**src/rtl/puf_cali_pkg.sv**
```systemverilog
// Shared types for the PUF response calibrator: FSM encoding,
// constant clog2 helper and default counter width.
package puf_cali_pkg;

  typedef enum logic [2:0] {
    S_IDLE   = 3'd0,
    S_FIRE   = 3'd1,
    S_WAIT   = 3'd2,
    S_DECIDE = 3'd3,
    S_DONE   = 3'd4
  } cali_state_t;

  function automatic int cali_clog2(input int n);
    int r;
    r = 0;
    for (int i = 0; i < 31; i++)
      if ((1 << i) < n) r = i + 1;
    return r;
  endfunction

  localparam int DEF_NUM_EVAL = 15;
  localparam int CNT_W = cali_clog2(DEF_NUM_EVAL + 1);

endpackage

```
**src/rtl/puf_resp_calibrator_if.sv**
```systemverilog
// Calibrator bus: run control (start/busy/done/err), latch-array
// race handshake (eval_req/eval_vld/eval_bits) and result vectors.
// slave = calibrator side, master = controller / latch array side.
interface puf_resp_calibrator_if #(
  parameter int NUM_CH = 8
);
  logic              start;
  logic              busy;
  logic              eval_req;
  logic              eval_vld;
  logic [NUM_CH-1:0] eval_bits;
  logic [NUM_CH-1:0] resp;
  logic [NUM_CH-1:0] stable_mask;
  logic              done;
  logic              err;

  modport slave (
    input  start, eval_vld, eval_bits,
    output busy, eval_req, resp, stable_mask, done, err
  );

  modport master (
    output start, eval_vld, eval_bits,
    input  busy, eval_req, resp, stable_mask, done, err
  );
endinterface

```
**src/rtl/cali_ch_counter.sv**
```systemverilog
// One response channel: counts ones over a run, then registers the
// majority vote and stability flag. Ports: clk, rst, clr, acc, race,
// decide, wipe -> resp, stable.
import puf_cali_pkg::*;

module cali_ch_counter #(
  parameter int NUM_EVAL = DEF_NUM_EVAL,
  parameter int MARGIN   = 2,
  parameter int CW       = CNT_W
) (
  input  logic clk,
  input  logic rst,
  input  logic clr,
  input  logic acc,
  input  logic race,
  input  logic decide,
  input  logic wipe,
  output logic resp,
  output logic stable
);

  localparam logic [CW-1:0] HALF = CW'(NUM_EVAL / 2);
  localparam logic [CW-1:0] LO   = CW'(MARGIN);
  localparam logic [CW-1:0] HI   = CW'(NUM_EVAL - MARGIN);

  logic [CW-1:0] ones;
  logic          maj;
  logic          stab;

  always_ff @(posedge clk or posedge rst) begin
    if (rst)
      ones <= '0;
    else if (clr)
      ones <= '0;
    else if (acc && race)
      ones <= ones + 1'b1;
  end

  assign maj  = ones > HALF;
  assign stab = (ones <= LO) || (ones >= HI);

  always_ff @(posedge clk or posedge rst) begin
    if (rst) begin
      resp   <= 1'b0;
      stable <= 1'b0;
    end else if (wipe) begin
      resp   <= 1'b0;
      stable <= 1'b0;
    end else if (decide) begin
      resp   <= maj;
      stable <= stab;
    end
  end

endmodule

```
**src/rtl/puf_resp_calibrator.sv**
```systemverilog
// Multi-channel PUF response calibrator: fires NUM_EVAL races per run
// and reports majority response plus stability mask over bus (slave).
// Ports: clk, rst (async, active-high), bus. Optional watchdog on the
// WAIT state is enabled by defining PUF_CALI_TIMEOUT_EN.
import puf_cali_pkg::*;

module puf_resp_calibrator #(
  parameter int NUM_CH        = 8,
  parameter int NUM_EVAL      = DEF_NUM_EVAL,
  parameter int STABLE_MARGIN = 2,
  parameter int TIMEOUT_CYC   = 64
) (
  input  logic                  clk,
  input  logic                  rst,
  puf_resp_calibrator_if.slave  bus
);

  localparam int CW = cali_clog2(NUM_EVAL + 1);
  localparam logic [CW-1:0] LAST = CW'(NUM_EVAL - 1);

  if (NUM_CH < 1 || NUM_CH > 64 ||
      NUM_EVAL < 1 || NUM_EVAL > 255 ||
      (NUM_EVAL % 2) == 0 ||
      2 * STABLE_MARGIN >= NUM_EVAL ||
      TIMEOUT_CYC < 1) begin : g_bad_cfg
    $error("puf_resp_calibrator: bad parameters");
  end

  cali_state_t state;
  cali_state_t nxt;

  logic [CW-1:0]     eval_cnt;
  logic              req_q;
  logic              done_q;
  logic              take;
  logic              clr;
  logic              decide;
  logic              tmo;
  logic [NUM_CH-1:0] resp_v;
  logic [NUM_CH-1:0] stab_v;

  assign take   = (state == S_WAIT) && bus.eval_vld;
  assign clr    = (state == S_IDLE) && bus.start;
  assign decide = (state == S_DECIDE);

`ifdef PUF_CALI_TIMEOUT_EN
  localparam int WW = cali_clog2(TIMEOUT_CYC + 1);
  localparam logic [WW-1:0] WLIM = WW'(TIMEOUT_CYC - 1);

  logic [WW-1:0] wcnt;
  logic          err_q;

  // Held at zero outside WAIT, so every WAIT entry starts fresh.
  always_ff @(posedge clk or posedge rst) begin
    if (rst)
      wcnt <= '0;
    else if (state != S_WAIT)
      wcnt <= '0;
    else if (!bus.eval_vld)
      wcnt <= wcnt + 1'b1;
  end

  assign tmo = (state == S_WAIT) && !bus.eval_vld &&
               (wcnt == WLIM);

  always_ff @(posedge clk or posedge rst) begin
    if (rst)
      err_q <= 1'b0;
    else if (clr)
      err_q <= 1'b0;
    else if (tmo)
      err_q <= 1'b1;
  end

  assign bus.err = err_q;
`else
  assign tmo     = 1'b0;
  assign bus.err = 1'b0;
`endif

  always_comb begin
    nxt = state;
    unique case (state)
      S_IDLE:   if (bus.start) nxt = S_FIRE;
      S_FIRE:   nxt = S_WAIT;
      S_WAIT: begin
        if (take)
          nxt = (eval_cnt == LAST) ? S_DECIDE : S_FIRE;
        else if (tmo)
          nxt = S_DONE;
      end
      S_DECIDE: nxt = S_DONE;
      S_DONE:   nxt = S_IDLE;
      default:  nxt = S_IDLE;
    endcase
  end

  always_ff @(posedge clk or posedge rst) begin
    if (rst) begin
      state    <= S_IDLE;
      eval_cnt <= '0;
      req_q    <= 1'b0;
      done_q   <= 1'b0;
    end else begin
      state  <= nxt;
      req_q  <= (nxt == S_FIRE);
      done_q <= (nxt == S_DONE);
      if (clr)
        eval_cnt <= '0;
      else if (take)
        eval_cnt <= eval_cnt + 1'b1;
    end
  end

  for (genvar i = 0; i < NUM_CH; i++) begin : g_ch
    cali_ch_counter #(
      .NUM_EVAL (NUM_EVAL),
      .MARGIN   (STABLE_MARGIN),
      .CW       (CW)
    ) u_ch (
      .clk    (clk),
      .rst    (rst),
      .clr    (clr),
      .acc    (take),
      .race   (bus.eval_bits[i]),
      .decide (decide),
      .wipe   (tmo),
      .resp   (resp_v[i]),
      .stable (stab_v[i])
    );
  end

  assign bus.busy        = (state != S_IDLE);
  assign bus.eval_req    = req_q;
  assign bus.done        = done_q;
  assign bus.resp        = resp_v;
  assign bus.stable_mask = stab_v;

endmodule

```
**src/flat_wrapper.sv**
```systemverilog
// flat-port wrapper written by rule: the top's interface ports become plain ports
module puf_resp_calibrator_flat 
#(
  parameter int NUM_CH        = 8,
  parameter int NUM_EVAL      = DEF_NUM_EVAL,
  parameter int STABLE_MARGIN = 2,
  parameter int TIMEOUT_CYC   = 64
)
  (clk, rst, bus_start, bus_eval_vld, bus_eval_bits, bus_busy, bus_eval_req, bus_resp, bus_stable_mask, bus_done, bus_err);
  puf_resp_calibrator_if #(.NUM_CH(NUM_CH)) bus_i ();
  input  logic clk;
  input  logic rst;
  input wire logic [$bits(bus_i.start)-1:0] bus_start;
  input wire logic [$bits(bus_i.eval_vld)-1:0] bus_eval_vld;
  input wire logic [$bits(bus_i.eval_bits)-1:0] bus_eval_bits;
  output wire logic [$bits(bus_i.busy)-1:0] bus_busy;
  output wire logic [$bits(bus_i.eval_req)-1:0] bus_eval_req;
  output wire logic [$bits(bus_i.resp)-1:0] bus_resp;
  output wire logic [$bits(bus_i.stable_mask)-1:0] bus_stable_mask;
  output wire logic [$bits(bus_i.done)-1:0] bus_done;
  output wire logic [$bits(bus_i.err)-1:0] bus_err;
  assign bus_i.start = bus_start;
  assign bus_i.eval_vld = bus_eval_vld;
  assign bus_i.eval_bits = bus_eval_bits;
  assign bus_busy = bus_i.busy;
  assign bus_eval_req = bus_i.eval_req;
  assign bus_resp = bus_i.resp;
  assign bus_stable_mask = bus_i.stable_mask;
  assign bus_done = bus_i.done;
  assign bus_err = bus_i.err;
  puf_resp_calibrator #(.NUM_CH(NUM_CH), .NUM_EVAL(NUM_EVAL), .STABLE_MARGIN(STABLE_MARGIN), .TIMEOUT_CYC(TIMEOUT_CYC)) u_core (.clk(clk), .rst(rst), .bus(bus_i));
endmodule
```
**config.mk**
```make
export PLATFORM = sky130hd
export DESIGN_NAME = puf_resp_calibrator_flat
export DESIGN_NICKNAME = d
export VERILOG_FILES = /design/src/rtl/puf_cali_pkg.sv /design/src/rtl/puf_resp_calibrator_if.sv /design/src/rtl/cali_ch_counter.sv /design/src/rtl/puf_resp_calibrator.sv /design/src/flat_wrapper.sv
export SDC_FILE = /design/constraint.sdc
export NUM_CORES = 1
export LEC_CHECK = 0
export ABC_CLOCK_PERIOD_IN_PS = 2200
export CELL_PAD_IN_SITES_DETAIL_PLACEMENT = 1
export CELL_PAD_IN_SITES_GLOBAL_PLACEMENT = 1
export CORE_MARGIN = 2
export CORE_UTILIZATION = 44
export DETAILED_ROUTE_END_ITERATION = 8
export PLACE_DENSITY = 0.83
export SLEW_MARGIN = 20
export SYNTH_ARGS = -nofsm -noshare
export SYNTH_HDL_FRONTEND = slang
export SYNTH_HIERARCHICAL = 1
export SYNTH_SLANG_ARGS = --single-unit
```
**constraint.sdc**
```tcl
create_clock -name clk -period 2.2 [get_ports clk]
set_input_delay 0.44 -clock clk [delete_from_list [all_inputs] [get_ports clk]]
set_output_delay 0.44 -clock clk [all_outputs]
set_load 0.02 [all_outputs]
```
==> impl_metrics.toml <==
[outcome]
outcome = "completed"

[global_routing]
grt_util_all_layers = 0.2102
grt_first_pass_wirelength_um = 12620
initial_antenna_violation_count = 0
grt_max_degree = 25
first_global_vias = 2739
overflow = 0

[die]
start_util = 0.4603
design.core.area_sq_um = 6869
num_io_pins = 32
die_y_um = 88.77
std_cell_rows = 30
die_w_um = 88.77
die-area_sq_um = 7880

[placement]
port_buffers = 30
place_hpwl_um = 5436
place_congestion = 0.8303
detailedPlace.worstSlack_ns = 0.09020

[min_path]
worstHoldPathType = "flip-flop to flip-flop"
hold_depth = 2
timing.hold.worst.start = "u_core/g_ch[2].u_ch/stable$_DFFE_PP0P_"
min_to = "u_core/g_ch[2].u_ch/stable$_DFFE_PP0P_"

[detailed_routing]
firstDrtPassIters = 4
drc = 0
routed-wl-met2_um = 3962
met1_length_um = 3132
detail_route.vias_per_cell = 5.024
vias = 2522
drt_first_iter_violations = 69
antenna_violation_net_count_after_detailed_routing = 0
met3_wirelength_um = 220
maxUsedRoutingLayer = "met4"
totalWireLength_um = 7446
routed_wire_length_per_instance_um = 14.83

[critical_path]
worstReg2RegEnd = "u_core/g_ch[3].u_ch/ones[3]$_DFFE_PP0P_"
timing.critical_path.fanout_max = 8
crit_type = "flip-flop to primary output"
ff2ff_setup_slack_ns = 0.45
worst_ep_arrival_time_ns = 1.36
rr_worst_depth = 5
worst_ep_required_time_ns = 1.76
critical_path.reg2reg.startpoint = "u_core/state[2]$_DFF_PP0_"
crit_path_start_kind = "flip-flop"
critPathCaptureType = "primary output"

[power]
power.switching_fraction = 0.3488
power_per_cell_area_nw_per_um2 = 890.0
power.sequential.fraction = 0.394
clock_power_share = 0.291
cellLeakagePower_nw = 1.893
cell_internal_pwr_w = 0.002281
vdd_drop_max_mv = 0.5177
switchingPower_w = 0.001222
design_power_total_w = 0.003503
power_frac_comb = 0.316

[sta]
final.min_clock_period_ns = 1.799
setup_viol = 0
timing.final.max_slew_violations = 0
share_of_the_clock_period_used_by_the_worst_path = 0.8176
rsz0062_at_grt = "no"
final.setup.worst_slack_ns = 0.4013
hold_violations = 0
setup-tns-final_ns = 0
final.setup_skew_ns = 0.01014
fmax_mhz = 556.0
fin_hold_ws_ns = 0.4833

[cts]
cts_setup_buffers = 0
cts.sink_count = 57
clock_insertion_delay_worst_skew_ns = 0.33
clk_path_buf_depth = 2
clock_tree.root_cell = "clkbuf_8"
htreeDepth = 3
numCtsBuffers = 9
clk_transition_reported_paths_ns = 0.06
cts_tree = "built"

[cells_and_area]
layout.filler_cells = 784
layout_commonest_cell = "dfrtp_1"
mostFrequentLayoutCells = "dfrtp_1, nor2_1, inv_1"
layout.core_utilization = 0.5730
insertedDiodeCount = 0
area_delta_synth_final_pct = 24.50
final_net_count = 447
post_route_cells_drive_above_1_share = 0.07882

[synth]
async_flop_share = 1.000
postSynthRegisterBits = 57
ys_dominant_reg_cell = "dfrtp_1"
synth_sequential_area_ratio = 0.4511
postSynthCellCount = 332
post_synth_num_cell_types = 29
syn-cell-area_sq_um = 3162
synth_warnings = 6
synth_edf_count = 0
syn_area_per_cell_sq_um = 9.523

[flow_run]
max_cap_violations = 0
[worst max-delay path by stage]
stage,from,to,slack [ns],cells past startpoint
after global routing,u_core/state[0]$_DFF_PP0_,bus_busy,0.32,2
final,u_core/state[2]$_DFF_PP0_,bus_busy,0.40,2
after CTS,u_core/state[0]$_DFF_PP0_,bus_busy,0.04,2
after global placement,bus_eval_vld,u_core/g_ch[0].u_ch/ones[3]$_DFFE_PP0P_,0.17,6
after floorplan,u_core/state[0]$_DFF_PP0_,u_core/g_ch[0].u_ch/stable$_DFFE_PP0P_,0.28,5
after detailed placement,bus_eval_vld,u_core/g_ch[3].u_ch/ones[3]$_DFFE_PP0P_,0.09,6
[kinds of logic (layout without fill, tap and decap cells)]
kind of cell	Yosys count	in the layout	synth area share
other	1	25	0.001186
AOI/OAI and AO/OA	44	44	0.08786
xor gates and xnor gates	17	17	0.04709
and+or+nand+nor	131	131	0.1979
DFF	57	57	0.4511
adders and majority gates	34	34	0.1345
muxes	10	10	0.03166
buffers and inverters	38	88	0.04868
[cells in the mapped netlist (all sizes together) (2+ instances only)]
cell | count | share of area
xor2 | 8 | 0.022
o211ai | 8 | 0.019
buf | 2 | 0.0059
mux2i | 10 | 0.032
o2111ai | 8 | 0.022
inv | 36 | 0.043
ha | 34 | 0.13
nor2 | 45 | 0.053
nand2 | 29 | 0.041
nor2b | 9 | 0.018
a21oi | 17 | 0.027
xnor2 | 9 | 0.025
o21ai | 8 | 0.013
dfrtp | 57 | 0.45
nand3 | 33 | 0.052
or3 | 9 | 0.018
[power groups by stage]
stage	clock network, W	logic [W]	registers (W)
finish	0.00102	0.00111	0.00138
global route	0.00108	0.00123	0.00141
CTS	0.00105	0.00113	0.00138
detailed placement	0	0.00111	0.00139
global placement	0	0.00105	0.00138
floorplan	0	0.000622	0.00141
[stage by stage]
stage	instance area [sq um]	cells
3_5_place_dp	3726	486
5_1_grt	3936	502
4_1_cts	3934	502
3_3_place_gp	3726	486
2_1_floorplan	3252	356
6_report	3936	502
[final cells by class]
class,instances,area (sq um),share of cell area
multi-input combinational,261,1674,0.4253
sequential,57,1426,0.3624
timing repair buffer,36,372.9,0.09472
clock buffer,14,172.7,0.04387
inverter,36,135.1,0.03433
tap,96,120.1,0.03051
clock inverter,2,35.03,0.008900
[timing repair]
item / 4_1_cts / 5_1_grt
hold buffers: 0 / 0
resized for setup: 0 / 1
endpoints found under the setup margin: 0 / 1
[per-layer routing]
metal,global-route usage,vias to the layer above
met5,0,-
met4,0.07713,0
met3,0.04664,14
met2,0.3820,40
met1,0.2403,1247
li1,-,1221
[flip-flops by register name, summed over array words and instances, names as in the netlist]
signal / flops
u_core/bus.eval_req: 1
u_core/bus.done: 1
u_core/eval_cnt: 4
u_core/state: 3
u_core/g_ch.u_ch/resp: 8
u_core/g_ch.u_ch/stable: 8
u_core/g_ch.u_ch/ones: 32
[critical path, cell delays in order, from the launching register on]
cell	delay (ns)
dfrtp_1	0.48
or3_1	0.34
dlymetal6s2s_1	0.21
No activity file was read; power rests on OpenSTA's default activity.
==> variant 1, RTL diff (same settings) <==
Add a define of `PUF_CALI_TIMEOUT_EN`.
--- a/src/rtl/puf_resp_calibrator.sv
+++ b/src/rtl/puf_resp_calibrator.sv
@@ -3,4 +3,6 @@
 // Ports: clk, rst (async, active-high), bus. Optional watchdog on the
 // WAIT state is enabled by defining PUF_CALI_TIMEOUT_EN.
+`define PUF_CALI_TIMEOUT_EN
+
 import puf_cali_pkg::*;
 
Function: no difference found for any inputs over 10 cycles, from zero or initial values and one cycle with rst high; that may be too few to reach the edited logic, so the function may still have changed.
==> variant 1 against the unedited design <==
Clock skew decreased by 0.0016 ns; area after synthesis is 13% higher; count of clock-buffer cells in the layout down 1; design area up 11%; sequential cell count up 8; routed wire length rose by 19%; die area up 12%; cell count rose by 5.8%; power up 15%; setup slack worse by 0.16 ns; critical path type is now register to register; largest cell class unchanged.
==> variant 1: results (changes against the unedited design) <==
<table>
<tr><th>Metric</th><th>Value</th></tr>
<tr><th colspan="2">Outcome</th></tr>
<tr><td>Run status</td><td>completed</td></tr>
<tr><th colspan="2">Timing</th></tr>
<tr><td>Post-Route Skew</td><td>0.008510 ns (-0.001631 ns)</td></tr>
<tr><td>Maximum operating frequency</td><td>0.5097 GHz (-8.3%)</td></tr>
<tr><th colspan="2">Global route</th></tr>
<tr><td>Maximum number of pins on one net before global-route repair</td><td>34 (+36%)</td></tr>
<tr><td>Total global routing track utilization</td><td>21.89% (+0.87 points)</td></tr>
<tr><td>Met1 track demand over resource</td><td>26.42% (+2.4 points)</td></tr>
<tr><td>Global routing usage on met2</td><td>38.81% (+0.61 points)</td></tr>
<tr><td>Met3 GRT Util</td><td>3.291% (-1.4 points)</td></tr>
<tr><th colspan="2">Placement</th></tr>
<tr><td>GP Congestion</td><td>0.8026 (-3.3%)</td></tr>
<tr><td>Placed inst area</td><td>4165 µm² (+12%)</td></tr>
<tr><td>Pre-CTS setup slack</td><td>0.01829 ns (-0.07191 ns)</td></tr>
<tr><td>Count of port buffers added during placement</td><td>31 (+3.3%)</td></tr>
<tr><th colspan="2">Critical path</th></tr>
<tr><td>Register-to-Register Path Depth</td><td>6 (+1)</td></tr>
<tr><td>Peak fanout along the critical path</td><td>27 (+19)</td></tr>
<tr><td>Worst R2R Setup Slack</td><td>0.24 ns (-0.21 ns)</td></tr>
<tr><td>WP data arrival</td><td>2.18 ns (+0.82 ns)</td></tr>
<tr><th colspan="2">Power and ir drop</th></tr>
<tr><td>Leak Pwr</td><td>0.002041 µW (+7.8%)</td></tr>
<tr><td>Power drawn by the combinational cells</td><td>1410 µW (+27%)</td></tr>
<tr><td>Highest ir drop seen on vdd</td><td>393.6 µV (-24%)</td></tr>
<tr><td>Clock Power Share</td><td>25.1% (-4.0 points)</td></tr>
<tr><td>Gate power share</td><td>35.0% (+3.4 points)</td></tr>
<tr><th colspan="2">Yosys</th></tr>
<tr><td>Average size of a mapped cell</td><td>9.693 µm² (+1.8%)</td></tr>
<tr><td>Share of the synthesized netlist area taken by xor and xnor gates</td><td>4.924% (+0.22 points)</td></tr>
<tr><td>Synth cell types</td><td>35 (+21%)</td></tr>
<tr><td>Leading cell types by total area after synthesis</td><td>sky130_fd_sc_hd__dfrtp_1 46%, sky130_fd_sc_hd__ha_1 12%, sky130_fd_sc_hd__nor2_1 4.9%</td></tr>
<tr><th colspan="2">Route</th></tr>
<tr><td>Wirelength, routed</td><td>8834 µm (+19%)</td></tr>
<tr><td>Routed via count divided by cell count</td><td>5.324 (+6.0%)</td></tr>
<tr><td>Iteration-0 DRC Markers</td><td>134 (+94%)</td></tr>
<tr><td>Total via count in the routed design</td><td>2827 (+12%)</td></tr>
<tr><th colspan="2">Hold path</th></tr>
<tr><td>Hold Path Sink</td><td>u_core/g_ch[4].u_ch/stable$_DFFE_PP0P_</td></tr>
</table>
## variant 1: changes by cell type after synthesis, sizes merged, moves of 2 or more
cell,before,now
nand2,29,32
dfrtp,57,65
mux2i,10,12
or3,9,11
or2,1,3
a21oi,17,19
o21ai,8,11
xnor2,9,11
## variant 1: cell families after synthesis
group / Yosys count
adder cells (fa/ha/maj): 35
AND/OR/NAND/NOR: 147
buffers and inverters: 39
flip-flops: 65
multiplexers: 12
AO/OA/AOI/OAI: 49
XOR/XNOR: 20
## variant 1: area by class of cell
type	instances	area, µm²
fill	900	3411
sequential	65	1627
multi-input combinational	263	1793
timing repair buffer	49	485.5
tap	102	127.6
clock inverter	3	40.04
inverter	36	135.1
clock buffer	13	148.9
## variant 1: routing by layer
metal / routed length [µm] / part of all wire [%]
met5: 0 / 0
met4: 164 / 1.9
met3: 202 / 2.3
met2: 4648 / 53
met1: 3818 / 43
==> variant 2, RTL diff (same settings) <==
Made on the original files. The 5 states of `cali_state_t` get a one-hot encoding in 5 bits.
--- a/src/rtl/puf_cali_pkg.sv
+++ b/src/rtl/puf_cali_pkg.sv
@@ -3,10 +3,10 @@
 package puf_cali_pkg;
 
-  typedef enum logic [2:0] {
-    S_IDLE   = 3'd0,
-    S_FIRE   = 3'd1,
-    S_WAIT   = 3'd2,
-    S_DECIDE = 3'd3,
-    S_DONE   = 3'd4
+  typedef enum logic [4:0] {
+    S_IDLE   = 5'b00001,
+    S_FIRE   = 5'b00010,
+    S_WAIT   = 5'b00100,
+    S_DECIDE = 5'b01000,
+    S_DONE   = 5'b10000
   } cali_state_t;
 
Function: same outputs for any inputs over 10 cycles, from zero or initial values and one cycle with rst high; not proved beyond that.
==> variant 2 against the unedited design <==
Setup slack got worse by 0.26 ns; area after synthesis increased by 6.0%; critical endpoint unchanged; sequential share of layout area decreased by 0.64 points; fmax decreased by 13%; routed wire length increased by 11%; highest routed layer unchanged; design area increased by 5.6%; sequential cell count increased by 2; cell count increased by 3.4%; hold slack got worse by 0.0043 ns; via count increased by 7.5%.
Power is not compared: it rests on default switching activity, and its combinational part moved more than twofold at a synthesized area within 25%.
==> variant 2: results (changes against the unedited design) <==
<table>
<tr><th>Metric</th><th>Value</th></tr>
<tr><th colspan="2">Outcome</th></tr>
<tr><td>Run status</td><td>completed</td></tr>
<tr><th colspan="2">Global route</th></tr>
<tr><td>Met3 GRT Util</td><td>3.900% (-0.76 points)</td></tr>
<tr><td>Global-route wire length before repair</td><td>14430 µm (+14%)</td></tr>
<tr><td>Vias in the first global route</td><td>3060 (+12%)</td></tr>
<tr><td>Maximum number of pins on one net before global-route repair</td><td>38 (+52%)</td></tr>
<tr><td>Total global routing track utilization</td><td>22.00% (+0.98 points)</td></tr>
<tr><th colspan="2">Route</th></tr>
<tr><td>Total via count in the routed design</td><td>2710 (+7.5%)</td></tr>
<tr><td>Metal3 WL</td><td>227 µm (+3.2%)</td></tr>
<tr><td>Detail Route met2 WL</td><td>4435 µm (+12%)</td></tr>
<tr><td>Met1 wire length</td><td>3400 µm (+8.6%)</td></tr>
<tr><td>Iteration-0 DRC Markers</td><td>122 (+77%)</td></tr>
<tr><th colspan="2">Critical path</th></tr>
<tr><td>Cell with the largest stage delay on the worst path</td><td>sky130_fd_sc_hd__dfstp_2</td></tr>
<tr><td>Delay of the slowest cell on the worst path</td><td>0.65 ns (+0.17 ns)</td></tr>
<tr><td>Register-to-Register Path Depth</td><td>6 (+1)</td></tr>
<tr><td>Worst R2R Setup Slack</td><td>0.26 ns (-0.19 ns)</td></tr>
<tr><td>Setup crit start</td><td>u_core/state[0]$_DFF_PP1_</td></tr>
<tr><td>Capturing point of the worst reg2reg path</td><td>u_core/g_ch[0].u_ch/stable$_DFFE_PP0P_</td></tr>
<tr><td>Reg2Reg Launch Point</td><td>u_core/state[1]$_DFF_PP0_</td></tr>
<tr><th colspan="2">Placement</th></tr>
<tr><td>Post-DP HPWL</td><td>6090 µm (+12%)</td></tr>
<tr><th colspan="2">Timing</th></tr>
<tr><td>Minimum hold slack</td><td>0.4790 ns (-0.004264 ns)</td></tr>
<tr><td>Post-Route Skew</td><td>0.007142 ns (-0.003000 ns)</td></tr>
<tr><th colspan="2">Finish</th></tr>
<tr><td>Final Non-Filler Cells</td><td>519 (+3.4%)</td></tr>
<tr><td>Fraction of final layout cells with drive strength greater than 1</td><td>10.24% (+2.4 points)</td></tr>
<tr><th colspan="2">Hold path</th></tr>
<tr><td>Startpoint of the lowest-slack hold path</td><td>u_core/g_ch[1].u_ch/stable$_DFFE_PP0P_</td></tr>
<tr><th colspan="2">Yosys</th></tr>
<tr><td>Sequential element share of the synthesized area</td><td>44.08% (-1.0 points)</td></tr>
<tr><td>Synth cell types</td><td>34 (+17%)</td></tr>
</table>
## variant 2: cell families after synthesis
logic type	share of synthesized area, %
AO/OA/AOI/OAI	9.705
XOR/XNOR	4.442
adder cells (fa/ha/maj)	12.69
buffers and inverters	5.375
flip-flops	44.08
multiplexers	2.688
other	0.1119
AND/OR/NAND/NOR	20.90
## variant 2: power by group through the flow
| stage | Combinational (µW) | Sequential [µW] | Clock, µW |
|---|---|---|---|
| 5_1_grt | 618 | 1250 | 1210 |
| 4_1_cts | 559 | 1230 | 1160 |
| 2_1_floorplan | 394 | 1210 | 0 |
| 3_5_place_dp | 550 | 1250 | 0 |
| 6_report | 551 | 1230 | 1140 |
| 3_3_place_gp | 528 | 1250 | 0 |
## variant 2: cell type report
class | count | area (µm²)
Fill cell | 840 | 3176
Multi-Input combinational cell | 272 | 1809
Sequential cell | 59 | 1479
Timing Repair Buffer | 38 | 385.4
Clock buffer | 11 | 151.4
Inverter | 35 | 131.4
Tap cell | 99 | 123.9
Clock inverter | 5 | 75.07
